**config.mk**
```make
export PLATFORM = sky130hd
export DESIGN_NAME = pulse_length_counter_multi
export DESIGN_NICKNAME = d
export VERILOG_FILES = /design/src/rtl/pulse_length_counter_multi.sv
export SDC_FILE = /design/constraint.sdc
export NUM_CORES = 1
export LEC_CHECK = 0
export BUFFER_PORTS_ARGS = -buffer_cell sky130_fd_sc_hd__buf_2
export CAP_MARGIN = 40
export CORE_ASPECT_RATIO = 0.7
export CORE_MARGIN = 2
export CORE_UTILIZATION = 58
export DETAILED_ROUTE_END_ITERATION = 8
export GPL_TIMING_DRIVEN = 0
export MAX_ROUTING_LAYER = met4
export PLACE_DENSITY = 0.91
export SYNTH_ARGS = -nofsm -noshare
export SYNTH_HDL_FRONTEND = slang
export SYNTH_SLANG_ARGS = --single-unit
```
**constraint.sdc**
```tcl
create_clock -name clk -period 7.3 [get_ports clk]
set_input_delay 1.46 -clock clk [delete_from_list [all_inputs] [get_ports clk]]
set_output_delay 1.46 -clock clk [all_outputs]
set_load 0.05 [all_outputs]
```
**src/rtl/pulse_length_counter_multi.sv**
```systemverilog
`default_nettype none
// ============================================================================
// Module   : pulse_length_counter_multi
// Purpose  : NUM_CH independent pulse-length down-counters. Each channel
//            counts a programmable length L and repeats it R extra times.
//            Each channel also supports hold (pause) and abort.
// Ports    :
//   clk             - single clock, all state updates on rising edge
//   rst             - synchronous reset, active-low
//   set[i]          - load strobe: count<=L, rep_left<=R
//   abort[i]        - stop the channel without a done pulse
//   hold[i]         - freeze the channel while high
//   length_in       - packed per-channel length L (LENGTH_WIDTH each)
//   repeat_in       - packed per-channel repeat R (REPEAT_WIDTH each)
//   cur_count_out   - packed per-channel current count
//   rep_left_out    - packed per-channel remaining repeats
//   counter_running - per-channel count != 0 (combinational)
//   period_wrap     - 1-cycle pulse when the count reloads for a new period
//   done            - 1-cycle pulse when the final period completes
//   any_running     - OR of counter_running
// Revision : 1.0 - initial release
// ============================================================================
module pulse_length_counter_multi #(
   parameter int NUM_CH       = 4,
   parameter int LENGTH_WIDTH = 7,
   parameter int REPEAT_WIDTH = 4
) (
   input  logic                             clk,
   input  logic                             rst,
   input  logic [NUM_CH-1:0]                set,
   input  logic [NUM_CH-1:0]                abort,
   input  logic [NUM_CH-1:0]                hold,
   input  logic [NUM_CH*LENGTH_WIDTH-1:0]   length_in,
   input  logic [NUM_CH*REPEAT_WIDTH-1:0]   repeat_in,
   output logic [NUM_CH*LENGTH_WIDTH-1:0]   cur_count_out,
   output logic [NUM_CH*REPEAT_WIDTH-1:0]   rep_left_out,
   output logic [NUM_CH-1:0]                counter_running,
   output logic [NUM_CH-1:0]                period_wrap,
   output logic [NUM_CH-1:0]                done,
   output logic                             any_running
);

   localparam logic [LENGTH_WIDTH-1:0] c_LEN_ZERO = '0;
   localparam logic [LENGTH_WIDTH-1:0] c_LEN_ONE  = LENGTH_WIDTH'(1);
   localparam logic [REPEAT_WIDTH-1:0] c_REP_ZERO = '0;
   localparam logic [REPEAT_WIDTH-1:0] c_REP_ONE  = REPEAT_WIDTH'(1);

   generate
      for (genvar g = 0; g < NUM_CH; g++) begin : g_ch
         logic [LENGTH_WIDTH-1:0] r_count;
         logic [LENGTH_WIDTH-1:0] r_len;
         logic [REPEAT_WIDTH-1:0] r_rep_left;
         logic                    r_wrap;
         logic                    r_done;

         always_ff @(posedge clk) begin
            if (!rst) begin
               r_count    <= c_LEN_ZERO;
               r_len      <= c_LEN_ZERO;
               r_rep_left <= c_REP_ZERO;
               r_wrap     <= 1'b0;
               r_done     <= 1'b0;
            end else if (set[g]) begin
               // A load always restarts cleanly, discarding any run in flight.
               r_count    <= length_in[g*LENGTH_WIDTH +: LENGTH_WIDTH];
               r_len      <= length_in[g*LENGTH_WIDTH +: LENGTH_WIDTH];
               r_rep_left <= repeat_in[g*REPEAT_WIDTH +: REPEAT_WIDTH];
               r_wrap     <= 1'b0;
               r_done     <= 1'b0;
            end else if (abort[g]) begin
               r_count    <= c_LEN_ZERO;
               r_rep_left <= c_REP_ZERO;
               r_wrap     <= 1'b0;
               r_done     <= 1'b0;
            end else if (hold[g]) begin
               r_wrap     <= 1'b0;
               r_done     <= 1'b0;
            end else begin
               r_wrap     <= 1'b0;
               r_done     <= 1'b0;
               if (r_count == c_LEN_ONE) begin
                  // Last cycle of a period: either reload or finish.
                  if (r_rep_left != c_REP_ZERO) begin
                     r_count    <= r_len;
                     r_rep_left <= r_rep_left - c_REP_ONE;
                     r_wrap     <= 1'b1;
                  end else begin
                     r_count    <= c_LEN_ZERO;
                     r_done     <= 1'b1;
                  end
               end else if (r_count != c_LEN_ZERO) begin
                  r_count <= r_count - c_LEN_ONE;
               end
            end
         end

         assign cur_count_out[g*LENGTH_WIDTH +: LENGTH_WIDTH] = r_count;
         assign rep_left_out[g*REPEAT_WIDTH +: REPEAT_WIDTH]  = r_rep_left;
         assign counter_running[g]                            = (r_count != c_LEN_ZERO);
         assign period_wrap[g]                                = r_wrap;
         assign done[g]                                       = r_done;
      end
   endgenerate

   assign any_running = |counter_running;

endmodule
`default_nettype wire

```
======== Word level (Yosys, flattened, before mapping) ========
Cells that the tools add are included.
storage, ports and cells
  input port bits ......................... 58
  logic and storage cells ................. 126
  output and inout port bits .............. 57
  flip-flop bits (word level) ............. 80
operators by class
  muxes and demuxes ....................... 52
  $add $sub $neg .......................... 8
  reductions and logical operators ........ 33
  bitwise logic cells ..................... 5
  eq/ne operators ......................... 8
operators by type and width
  operator                                              count
  two-way mux 7 bit                                     24
  two-way mux 4 bit                                     20
  nonzero test 4 bit                                    8
  equality test 7 x 1 -> 1 bit (second input constant)  4
  nonzero test 7 bit                                    4
  subtractor 7 x 1 -> 7 bit (second input constant)     4
  nonzero test 3 bit                                    8
  OR reduction 5 bit                                    4
  subtractor 4 x 1 -> 4 bit (second input constant)     4
  inequality test 3 bit (second input constant)         4
  AND reduction 3 bit                                   4
  two-way mux 1 bit                                     8
  AND reduction 2 bit                                   4
  NOT 1 bit                                             5
  OR reduction 4 bit                                    1

======== Longest topological paths before layout ========
Gate-level depths: netlist (run 1).
  depth after elaboration ................. 6
  depth in mapped cells ................... 7
  gate-level depth less buffers ........... 6

======== Least setup slack after synthesis (run 1) ========
OpenSTA, ideal clock, no wires.
  kind .................................... reg2out
  start ................................... register g_ch[1].r_count[2]
  end ..................................... output port any_running
  data required time ...................... 5840 ps
  cell stages (with the launch flop) ...... 6
  path slack .............................. 3331 ps
  arrival ................................. 2509 ps
  cell sequence ........................... dfxtp_1 -> buf_2 -> or4_1 -> buf_2 -> or3_1 -> or4_4
on the way
  longest elaborated chain between the ends .. 2
RTL lines
  what                      line  RTL
  start: declaration        50    logic [LENGTH_WIDTH-1:0] r_count;
  start signal: assignment  58    r_count <= c_LEN_ZERO;
  start signal: assignment  65    r_count <= length_in[g*LENGTH_WIDTH +: LENGTH_WIDTH];
  start signal: assignment  71    r_count <= c_LEN_ZERO;
  nonzero test 7 bit        99    assign counter_running[g] = (r_count != c_LEN_ZERO);
  net counter_running[1]    37    output logic [NUM_CH-1:0] counter_running,
  OR reduction 4 bit        105   assign any_running = |counter_running;
  end: declaration          40    output logic any_running
The timed path passes the listed nets, and every way through them passes these cells.

======== Worst setup path after layout (run 1) ========
  start ................................... register g_ch[1].r_count[4]
  end ..................................... output port any_running
on the way
  longest elaborated chain between the ends .. 2
RTL lines
  what                line
  nonzero test 7 bit  99
  OR reduction 4 bit  105
Every way passes these cells.

==> results of run 1 <==
## cells in the mapped netlist (all sizes together), types with 4 or more instances
cell / instances / area, µm²
and4: 12 / 105.1
or4: 10 / 82.58
nor2: 19 / 71.32
a21oi: 51 / 255.2
a211oi: 15 / 112.6
a311oi: 13 / 113.9
nor3b: 7 / 52.55
o31ai: 9 / 67.56
a211o: 5 / 43.79
nand2b: 27 / 168.9
or3b: 5 / 43.79
nor3: 28 / 140.1
a311o: 5 / 50.05
buf: 20 / 128.9
clkbuf: 26 / 97.59
nor4: 12 / 123.9
inv: 22 / 82.58
or3: 5 / 36.28
nand2: 53 / 198.9
ha: 16 / 200.2
nor2b: 5 / 31.28
nand4: 16 / 100.1
o21ai: 30 / 150.1
dfxtp: 80 / 1602
or2: 5 / 31.28
o211a: 6 / 60.06
a31oi: 12 / 75.07
a21o: 4 / 30.03
## critical path, delay by kind of cell (launching register included)
kind | cells | cell delay, ns
simple gates | 3 | 1.31
buf+inv | 3 | 0.61
flops | 1 | 0.31
## through the flow
step                      std cells  setup WS, ns  hold slack [ns]  total power [mW]  util, %
after floorplan                 560         3.331           0.4367            0.7935        -
after global placement          775         3.636           0.4464            0.8842    68.47
after detailed placement        775         3.628           0.4577            0.8992    68.47
after CTS                       789         3.266           0.4679             1.321    71.97
after global routing            789         3.206           0.4871             1.383    71.97
final                           789         3.263           0.4681             1.328    71.97
## kinds of logic (layout without fill, tap and decap cells)
| logic type | after synthesis | after routing | share of synthesized area (%) |
|---|---|---|---|
| and+or+nand+nor | 212 | 212 | 26.74 |
| AOI/OAI and AO/OA | 177 | 177 | 26.72 |
| DFF | 80 | 80 | 34.30 |
| buffers and inverters | 68 | 196 | 6.618 |
| adders and majority gates | 16 | 16 | 4.287 |
| xor gates and xnor gates | 6 | 6 | 1.126 |
| muxes | 1 | 1 | 0.2144 |
## flip-flops by register name, indices dropped and copies added, names as in the netlist
signal	flops
g_ch.r_wrap	4
g_ch.r_done	4
g_ch.r_count	28
g_ch.r_len	28
g_ch.r_rep_left	16
## final cells by class
class | count | area [µm²]
plain buffers | 46 | 226.5
clock buffers | 14 | 274.0
fillers | 657 | 2197
inverters | 22 | 82.58
multi-input cells | 412 | 2759
flip-flops and latches | 80 | 1602
well taps | 101 | 126.4
repair buffers | 114 | 570.5
## where the power goes
part	internal (mW)	total [mW]	switching (mW)
sequential	0.467	0.504	0.0367
combinational	0.127	0.398	0.270
clock	0.255	0.426	0.172
total	0.849	1.33	0.479
## final timing paths
path	end	slack [ns]	depth (start not counted)
min	g_ch[1].r_len[1]	0.47	2
max	any_running	3.26	6
max reg2reg	g_ch[3].r_count[5]	5.00	6
min reg2reg	g_ch[1].r_len[1]	0.47	2
## metal layers
layer  up-vias  GRT usage [%]  part of all wire [%]
met2       337          52.62                    46
met3        44          8.321                   9.7
met5         -              -                     0
li1       2360              -                     -
met4         0          10.99                   2.2
met1      2405          42.16                    42
==> impl_metrics.py, run 1 <==
metrics = {
    "timing": {
        "fmax_mhz": 247.7,
        "finalSetupTns_ns": 0,
        "rsz0062_at_grt": "no",
        "fin_crit_ns": 4.037,
        "fin_crit_sh_pct": 55.30,
        "slew_headroom_pct": 46.03,
        "worst_pin_slew_ns": 0.8058,
        "setup_viol": 0,
        "skew_ns": 0.004219,
        "hold_viol": 0,
        "slew_violations": 0,
    },
    "synthesis": {
        "ys_types": 60,
        "synth_nets": 634,
        "seq_area_frac_synth_pct": 34.30,
        "avgSynthCellArea_um2": 8.338,
        "async_flop_share_pct": 0,
        "syn_area_um2": 4669,
        "synth_cells": 560,
        "synth_warnings": 0,
        "synth.ff_latch_count": 80,
        "ys.flop_type": "dfxtp_1",
        "synth_edf_count": 0,
    },
    "floorplanning": {
        "io_pins": 115,
        "core-area_um2": 7838,
        "fp.dieW_um": 111.2,
        "rows": 27,
        "die_area_um2": 8796,
        "initial_core_util_pct": 59.58,
        "die_y_um": 79.07,
    },
    "job": {
        "cap_violations": 0,
    },
    "clock_network": {
        "cts.path.max_buffers": 2,
        "numCtsBuffers": 9,
        "cts_setup_buffers": 0,
        "cts_hold_buf": 0,
        "clock-sinks": 80,
        "cts.htree.levels": 3,
        "cts_root_buffer": "clkbuf_16",
        "cts_resized": 0,
        "clock_latency_ns": 0.34,
        "path_clk_slew_ns": 0.06,
        "cts_tree": "done",
    },
    "grt": {
        "grt_max_degree": 12,
        "grt_use_total_pct": 33.23,
        "globalRouteOverflowTotal": 0,
        "antenna_found_initial": 0,
        "grt_pass1_vias": 4825,
        "grt_pass1_wl_um": 23180,
    },
    "route": {
        "viasPerCell": 6.522,
        "drt_iter0_markers": 480,
        "wl_per_cell_um": 17.99,
        "wirelength_um": 14190,
        "ant_nets": 0,
        "vias": 5146,
        "drc": 0,
        "dr.pass1.iters": 5,
    },
    "placed_design": {
        "hpwl_um": 10240,
        "port-buffer-count": 114,
        "dpl-instance-area_um2": 5366,
        "gp_congestion": 0.9420,
    },
    "worst_setup_path": {
        "critPathKind": "flop to output pin",
        "endpoint_kind": "output pin",
        "timing.rr.start": "g_ch[3].r_count[2]",
        "max_stage_delay_ns": 0.50,
        "cp-startpoint": "g_ch[1].r_count[4]",
        "arrival_ns": 2.58,
        "path_cells": "clkbuf_1 > or4_1 > buf_2 > or3_1 > or4_4 > buf_2",
        "cp-start-kind": "flop",
        "critPathRequiredTime_ns": 5.84,
        "critPathMaxFanout": 8,
        "cpMaxStageDelayCell": "or4_1",
        "cp_common_cell": "buf_2",
    },
    "hold_path": {
        "hold_class": "flop to flop",
        "hold_path_startpoint": "g_ch[1].r_len[1]",
    },
    "final_layout": {
        "drive_above_1_share_pct": 24.42,
        "final_common_cell": "buf_2",
        "area_growth_pct": 20.79,
        "finish.instance_area_um2": 5640,
        "mostFrequentLayoutCells": "buf_2, dfxtp_1, nand2_1",
        "diodes": 0,
        "final_net_count": 759,
    },
    "power_and_ir_drop": {
        "vdd_drop_max_uv": 200.6,
        "p_per_area_nw_per_um2": 235.5,
        "total_leakage_power_nw": 2.365,
    },
    "run_status": {
        "outcome": "complete, no violations",
    },
}
No activity file was read; power rests on OpenSTA's default activity.
==> run 2: changes to the inputs <==
Settings changed: CORE_UTILIZATION 58 to 54, PLACE_DENSITY 0.91 to 0.86.
Clock period 7.3 ns to 4.05 ns, I/O delays scaled along.
==> run 2 against run 1 <==
Final area up 1.5%. Final cell count is 0.76% higher. Clock skew increased by 0.0020 ns. Register-to-register slack lost 3.2 ns. Highest routed layer unchanged.
==> impl_metrics.py, run 2 (synthesized netlist as in run 1, its figures left out) <==
metrics = {
    "clock_network": {
        "path_clk_slew_ns": 0.06,
        "cts_setup_buffers": 0,
        "cts.path.max_buffers": 2,
        "clock_latency_ns": 0.34,
        "cts_root_buffer": "clkbuf_16",
        "cts_resized": 0,
        "cts.htree.levels": 3,
        "clock-sinks": 80,
        "cts_hold_buf": 0,
        "numCtsBuffers": 9,
        "cts_tree": "done",
    },
    "final_layout": {
        "diodes": 0,
        "mostFrequentLayoutCells": "buf_2, dfxtp_1, nand2_1",
        "final_common_cell": "buf_2",
        "top_regs": "g_ch.r_count: 28 flops, g_ch.r_len: 28 flops, g_ch.r_rep_left: 16 flops",
        "final_net_count": 759,
        "area_growth_pct": 22.64,
        "drive_above_1_share_pct": 24.93,
        "final_cell_count_no_fill": 795,
    },
    "timing": {
        "slew_headroom_pct": 45.50,
        "fin_crit_ns": 3.386,
        "rsz0062_at_grt": "no",
        "skew_ns": 0.006202,
        "worst_pin_slew_ns": 0.8108,
        "fmax_mhz": 295.3,
        "hold_viol": 0,
        "fin_crit_sh_pct": 83.61,
        "finalSetupTns_ns": 0,
        "setup_viol": 0,
        "slew_violations": 0,
    },
    "power_and_ir_drop": {
        "total_leakage_power_nw": 2.402,
        "swShare_pct": 33.99,
        "p_int_mw": 1.706,
        "combPwrFrac_pct": 27.7,
        "power.switching_mw": 0.8785,
        "vdd_drop_max_uv": 283.5,
        "pwr-share-seq_pct": 35.1,
        "clock_power_share_pct": 37.2,
        "p_per_area_nw_per_um2": 451.4,
    },
    "worst_setup_path": {
        "path_cells": "buf_2 > or4_4 > buf_6 > or3_4 > or4_4 > buf_2",
        "timing.rr.start": "g_ch[3].r_count[3]",
        "cpMaxStageDelayCell": "or4_4",
        "critPathRequiredTime_ns": 3.24,
        "critPathKind": "flop to output pin",
        "rrSetupSlack_ns": 1.80,
        "ff2ff_path_depth": 6,
        "critPathMaxFanout": 8,
        "cp-start-kind": "flop",
        "r2r_end": "g_ch[3].r_count[6]",
        "endpoint_kind": "output pin",
        "arrival_ns": 2.58,
        "max_stage_delay_ns": 0.52,
    },
    "placed_design": {
        "gp_congestion": 0.9638,
        "port-buffer-count": 114,
        "dp.cells": 779,
        "hpwl_um": 10000,
    },
    "grt": {
        "grt_pass1_wl_um": 21860,
        "globalRouteOverflowTotal": 0,
        "grt_max_degree": 14,
        "grt_use_total_pct": 30.23,
        "grt_pass1_vias": 4543,
        "antenna_found_initial": 0,
    },
    "floorplanning": {
        "die_area_um2": 9419,
        "fp.dieW_um": 115.1,
        "die_y_um": 81.80,
        "io_pins": 115,
        "rows": 28,
        "initial_core_util_pct": 55.54,
        "core-area_um2": 8408,
    },
    "hold_path": {
        "whs_path_depth": 2,
        "hold_class": "flop to flop",
        "hold_path_startpoint": "g_ch[3].r_len[4]",
        "min_to": "g_ch[3].r_len[4]",
    },
    "route": {
        "wl_per_cell_um": 17.45,
        "dr.pass1.iters": 5,
        "drc": 0,
        "drt_iter0_markers": 511,
        "viasPerCell": 6.326,
        "ant_nets": 0,
        "wirelength_um": 13870,
        "vias": 5029,
    },
    "job": {
        "cap_violations": 0,
    },
    "run_status": {
        "outcome": "complete, no violations",
    },
}
[run 2: layout make-up]
cell class                 instances  area, µm²
buffer                            46      226.5
clock buffer                      11      252.7
clock inverter                     5      102.6
fill                             718       2681
inverter                          22      82.58
multi-input combinational        412       2759
sequential                        80       1602
tap                              105      131.4
timing repair buffer             114      570.5
[run 2: worst max-delay path, delay by kind of cell (launching register included)]
family | cells | cell delay, ns
and+or+nand+nor | 3 | 1.36
buffers and inverters | 3 | 0.54
DFF | 1 | 0.31
[run 2: stage by stage]
step / hold slack (ns) / total power, mW / util (%) / cell area (µm²) / setup WS (ns)
6_report: 0.4707 / 2.585 / 68.11 / 5727 / 0.6640
5_1_grt: 0.4871 / 2.685 / 68.11 / 5727 / 0.5422
4_1_cts: 0.4669 / 2.584 / 68.11 / 5727 / 0.6675
3_5_place_dp: 0.4588 / 1.619 / 63.88 / 5371 / 1.038
3_3_place_gp: 0.4467 / 1.596 / 63.88 / 5371 / 1.038
2_1_floorplan: 0.4367 / 1.430 / - / 4669 / 0.7309
[run 2: worst max-delay path by stage]
| stage | end | depth (start not counted) | from | slack [ns] |
|---|---|---|---|---|
| finish | any_running | 6 | g_ch[3].r_count[3] | 0.66 |
| global route | any_running | 5 | g_ch[0].r_count[3] | 0.54 |
| CTS | any_running | 6 | g_ch[3].r_count[3] | 0.67 |
| detailed placement | any_running | 6 | g_ch[3].r_count[2] | 1.04 |
| global placement | any_running | 6 | g_ch[3].r_count[2] | 1.04 |
| floorplan | any_running | 5 | g_ch[1].r_count[2] | 0.73 |
[run 2: power groups by stage]
stage               Clock (mW)  Combinational (mW)  Sequential, mW
detailed placement           0               0.698           0.921
floorplan                    0               0.390            1.04
global placement             0               0.679           0.917
finish                   0.963               0.715           0.907
global route              1.00               0.767           0.915
CTS                      0.976               0.705           0.904
[run 2: layer usage]
metal | vias up | global-route usage (%) | routed length [µm]
met5 | - | - | 0
met4 | 0 | 7.952 | 146
met3 | 17 | 6.642 | 1250
met2 | 283 | 46.76 | 6347
met1 | 2364 | 40.39 | 6128
li1 | 2365 | - | -
==> run 3: changes to the inputs <==
Settings changed: ABC_AREA set to 1, PLACE_DENSITY 0.86 to 0.85.
Clock period 4.05 ns to 3.4 ns, I/O delays scaled along.
==> run 3 against run 2 <==
Synthesized cell count grew 38%. Worst setup slack gained 0.069 ns. Clock power grew 16%.
==> impl_metrics.py, run 3 <==
metrics = {
    "run_status": {
        "outcome": "complete, no violations",
    },
    "grt": {
        "grt_max_degree": 15,
        "globalRouteOverflowTotal": 0,
        "grt.busiest_layer": "met1",
        "antenna_found_initial": 0,
        "grtUsageMet3_pct": 6.934,
        "grtUsageMet2_pct": 40.09,
        "met1_usage_pct": 40.97,
        "grt_use_total_pct": 28.39,
        "grt_pass1_wl_um": 21600,
        "grt_pass1_vias": 4606,
    },
    "floorplanning": {
        "die_area_um2": 9695,
        "fp.dieW_um": 116.8,
        "initial_core_util_pct": 56.29,
        "core-area_um2": 8548,
        "die_y_um": 82.98,
        "rows": 28,
        "io_pins": 115,
    },
    "route": {
        "viasPerCell": 5.164,
        "wl_per_cell_um": 12.92,
        "drc": 0,
        "ant_nets": 0,
        "drt_iter0_markers": 424,
        "vias": 5267,
        "wirelength_um": 13180,
        "dr.pass1.iters": 7,
    },
    "hold_path": {
        "hold_class": "flop to flop",
        "hold_path_startpoint": "g_ch[0].r_len[3]",
    },
    "worst_setup_path": {
        "timing.rr.start": "g_ch[0].r_rep_left[0]",
        "critPathKind": "flop to output pin",
        "path_cells": "inv_1 > ha_1 > nand2_1 > nor2_1 > inv_1 > nor2_1 > nand2_1 > buf_2",
        "cp-startpoint": "g_ch[2].r_count[0]",
        "max_stage_delay_ns": 0.34,
        "arrival_ns": 1.99,
        "endpoint_kind": "output pin",
        "cpMaxStageDelayCell": "ha_1",
        "critPathRequiredTime_ns": 2.72,
        "cp-start-kind": "flop",
        "critPathMaxFanout": 7,
    },
    "job": {
        "cap_violations": 0,
    },
    "timing": {
        "worst_pin_slew_ns": 0.6894,
        "rsz0062_at_grt": "no",
        "fin_crit_sh_pct": 78.45,
        "slew_violations": 0,
        "setup_viol": 0,
        "fmax_mhz": 374.9,
        "skew_ns": 0.005732,
        "slew_headroom_pct": 54.04,
        "hold_viol": 0,
        "fin_ws_ns": 0.7327,
        "fin_crit_ns": 2.667,
        "finalSetupTns_ns": 0,
    },
    "final_layout": {
        "nFillCells": 781,
        "post-route-util_pct": 68.69,
        "multiInputGateArea_um2": 2765,
        "layout.area.seq_um2": 1602,
        "final_cell_count_no_fill": 1020,
        "final_net_count": 969,
        "final_common_cell": "nand2_1",
        "drive_above_1_share_pct": 19.33,
        "top_regs": "g_ch.r_count: 28 flops, g_ch.r_len: 28 flops, g_ch.r_rep_left: 16 flops",
        "diodes": 0,
        "mostFrequentLayoutCells": "nand2_1, buf_2, nor2_1",
        "area_growth_pct": 22.02,
    },
    "placed_design": {
        "dp.cells": 1004,
        "post-place-ws_ns": 1.115,
        "gp_congestion": 0.9115,
        "hpwl_um": 9547,
        "port-buffer-count": 113,
    },
    "power_and_ir_drop": {
        "total_leakage_power_nw": 3.140,
        "vdd_drop_max_uv": 351.3,
        "power_mw": 3.261,
        "p_per_area_nw_per_um2": 555.4,
    },
    "clock_network": {
        "cts.path.max_buffers": 2,
        "clock-sinks": 80,
        "cts_tree": "done",
        "clock_latency_ns": 0.34,
        "cts_setup_buffers": 0,
        "cts_resized": 0,
        "cts_root_buffer": "clkbuf_16",
        "cts.htree.levels": 3,
        "cts_hold_buf": 0,
        "path_clk_slew_ns": 0.06,
        "numCtsBuffers": 9,
    },
    "synthesis": {
        "syn_area_um2": 4812,
        "synth_top_cell_by_area": "dfxtp_1",
        "ys_types": 30,
        "synth_top_area_share_pct": 33.28,
        "synth_common_cells": "nand2_1, nor2_1, dfxtp_1",
        "synth_area_leaders": "dfxtp_1, nand2_1, nor2_1, nand3_1, inv_1",
        "avgSynthCellArea_um2": 6.241,
        "synth_cells": 771,
        "synth_nets": 845,
        "synth_edf_count": 0,
        "yosysMostFrequentCell": "nand2_1",
        "ys.flop_type": "dfxtp_1",
        "synth.ff_latch_count": 80,
        "async_flop_share_pct": 0,
        "synth_warnings": 0,
        "seq_area_frac_synth_pct": 33.28,
    },
}
run 3: cell count changes in the layout (fill, tap and decap cells not counted), moves of 12 or more:
cell      previous run  this run
a211oi_1            15         0
a311oi_1            13         0
and4_1              12         0
clkbuf_1            26         8
inv_1               22        74
nand2_1             53       264
nand2b_1            27         0
nand3_1              2        56
nor2_1              19       114
nor3_1              28         4
o21ai_1              0        12
run 3: power by group:
part	leakage, nW	switching [mW]	internal (mW)
Combinational	2.32	0.747	0.301
Clock	0.162	0.402	0.718
Sequential	0.660	0.0771	1.02
Total	3.14	1.23	2.04
run 3: stage by stage:
stage	hold slack [ns]	area, µm²
3_5_place_dp	0.4542	5528
5_1_grt	0.4772	5872
6_report	0.4629	5872
4_1_cts	0.4619	5872
3_3_place_gp	0.4499	5528
2_1_floorplan	0.4411	4812
run 3: final cells by class:
type / count / area share [%]
multi-input combinational: 589 / 47.09
clock inverter: 7 / 2.024
clock buffer: 9 / 3.836
timing repair buffer: 113 / 9.631
inverter: 74 / 4.730
sequential: 80 / 27.27
buffer: 28 / 2.855
tap: 120 / 2.557
run 3: critical path: cells and delay by family, from the launching register on:
family                     cells  cell delay, ns
buffers and inverters          3            0.50
and+or+nand+nor                4            0.47
adders and majority gates      1            0.34
DFF                            1            0.32
run 3: kinds of logic after synthesis:
kind of cell | Yosys count | share of synthesized area (%)
simple gates | 473 | 42.41
xor+xnor | 3 | 0.5461
fa+ha+maj | 16 | 4.160
compound gates | 97 | 10.35
flops | 80 | 33.28
buf+inv | 102 | 9.256
run 3: worst paths after layout:
check                                              to  slack (ns)  cells past startpoint
worst min register to register       g_ch[0].r_len[3]        0.46                      2
worst min-delay path                 g_ch[0].r_len[3]        0.46                      2
worst max register to register  g_ch[0].r_rep_left[2]        1.57                      8
worst max-delay path                      any_running        0.73                      8
run 3: metal layers:
metal	vias up	routed length, µm
met1	2339	6376
met4	0	176
met2	234	5540
met5	-	0
li1	2676	-
met3	18	1087
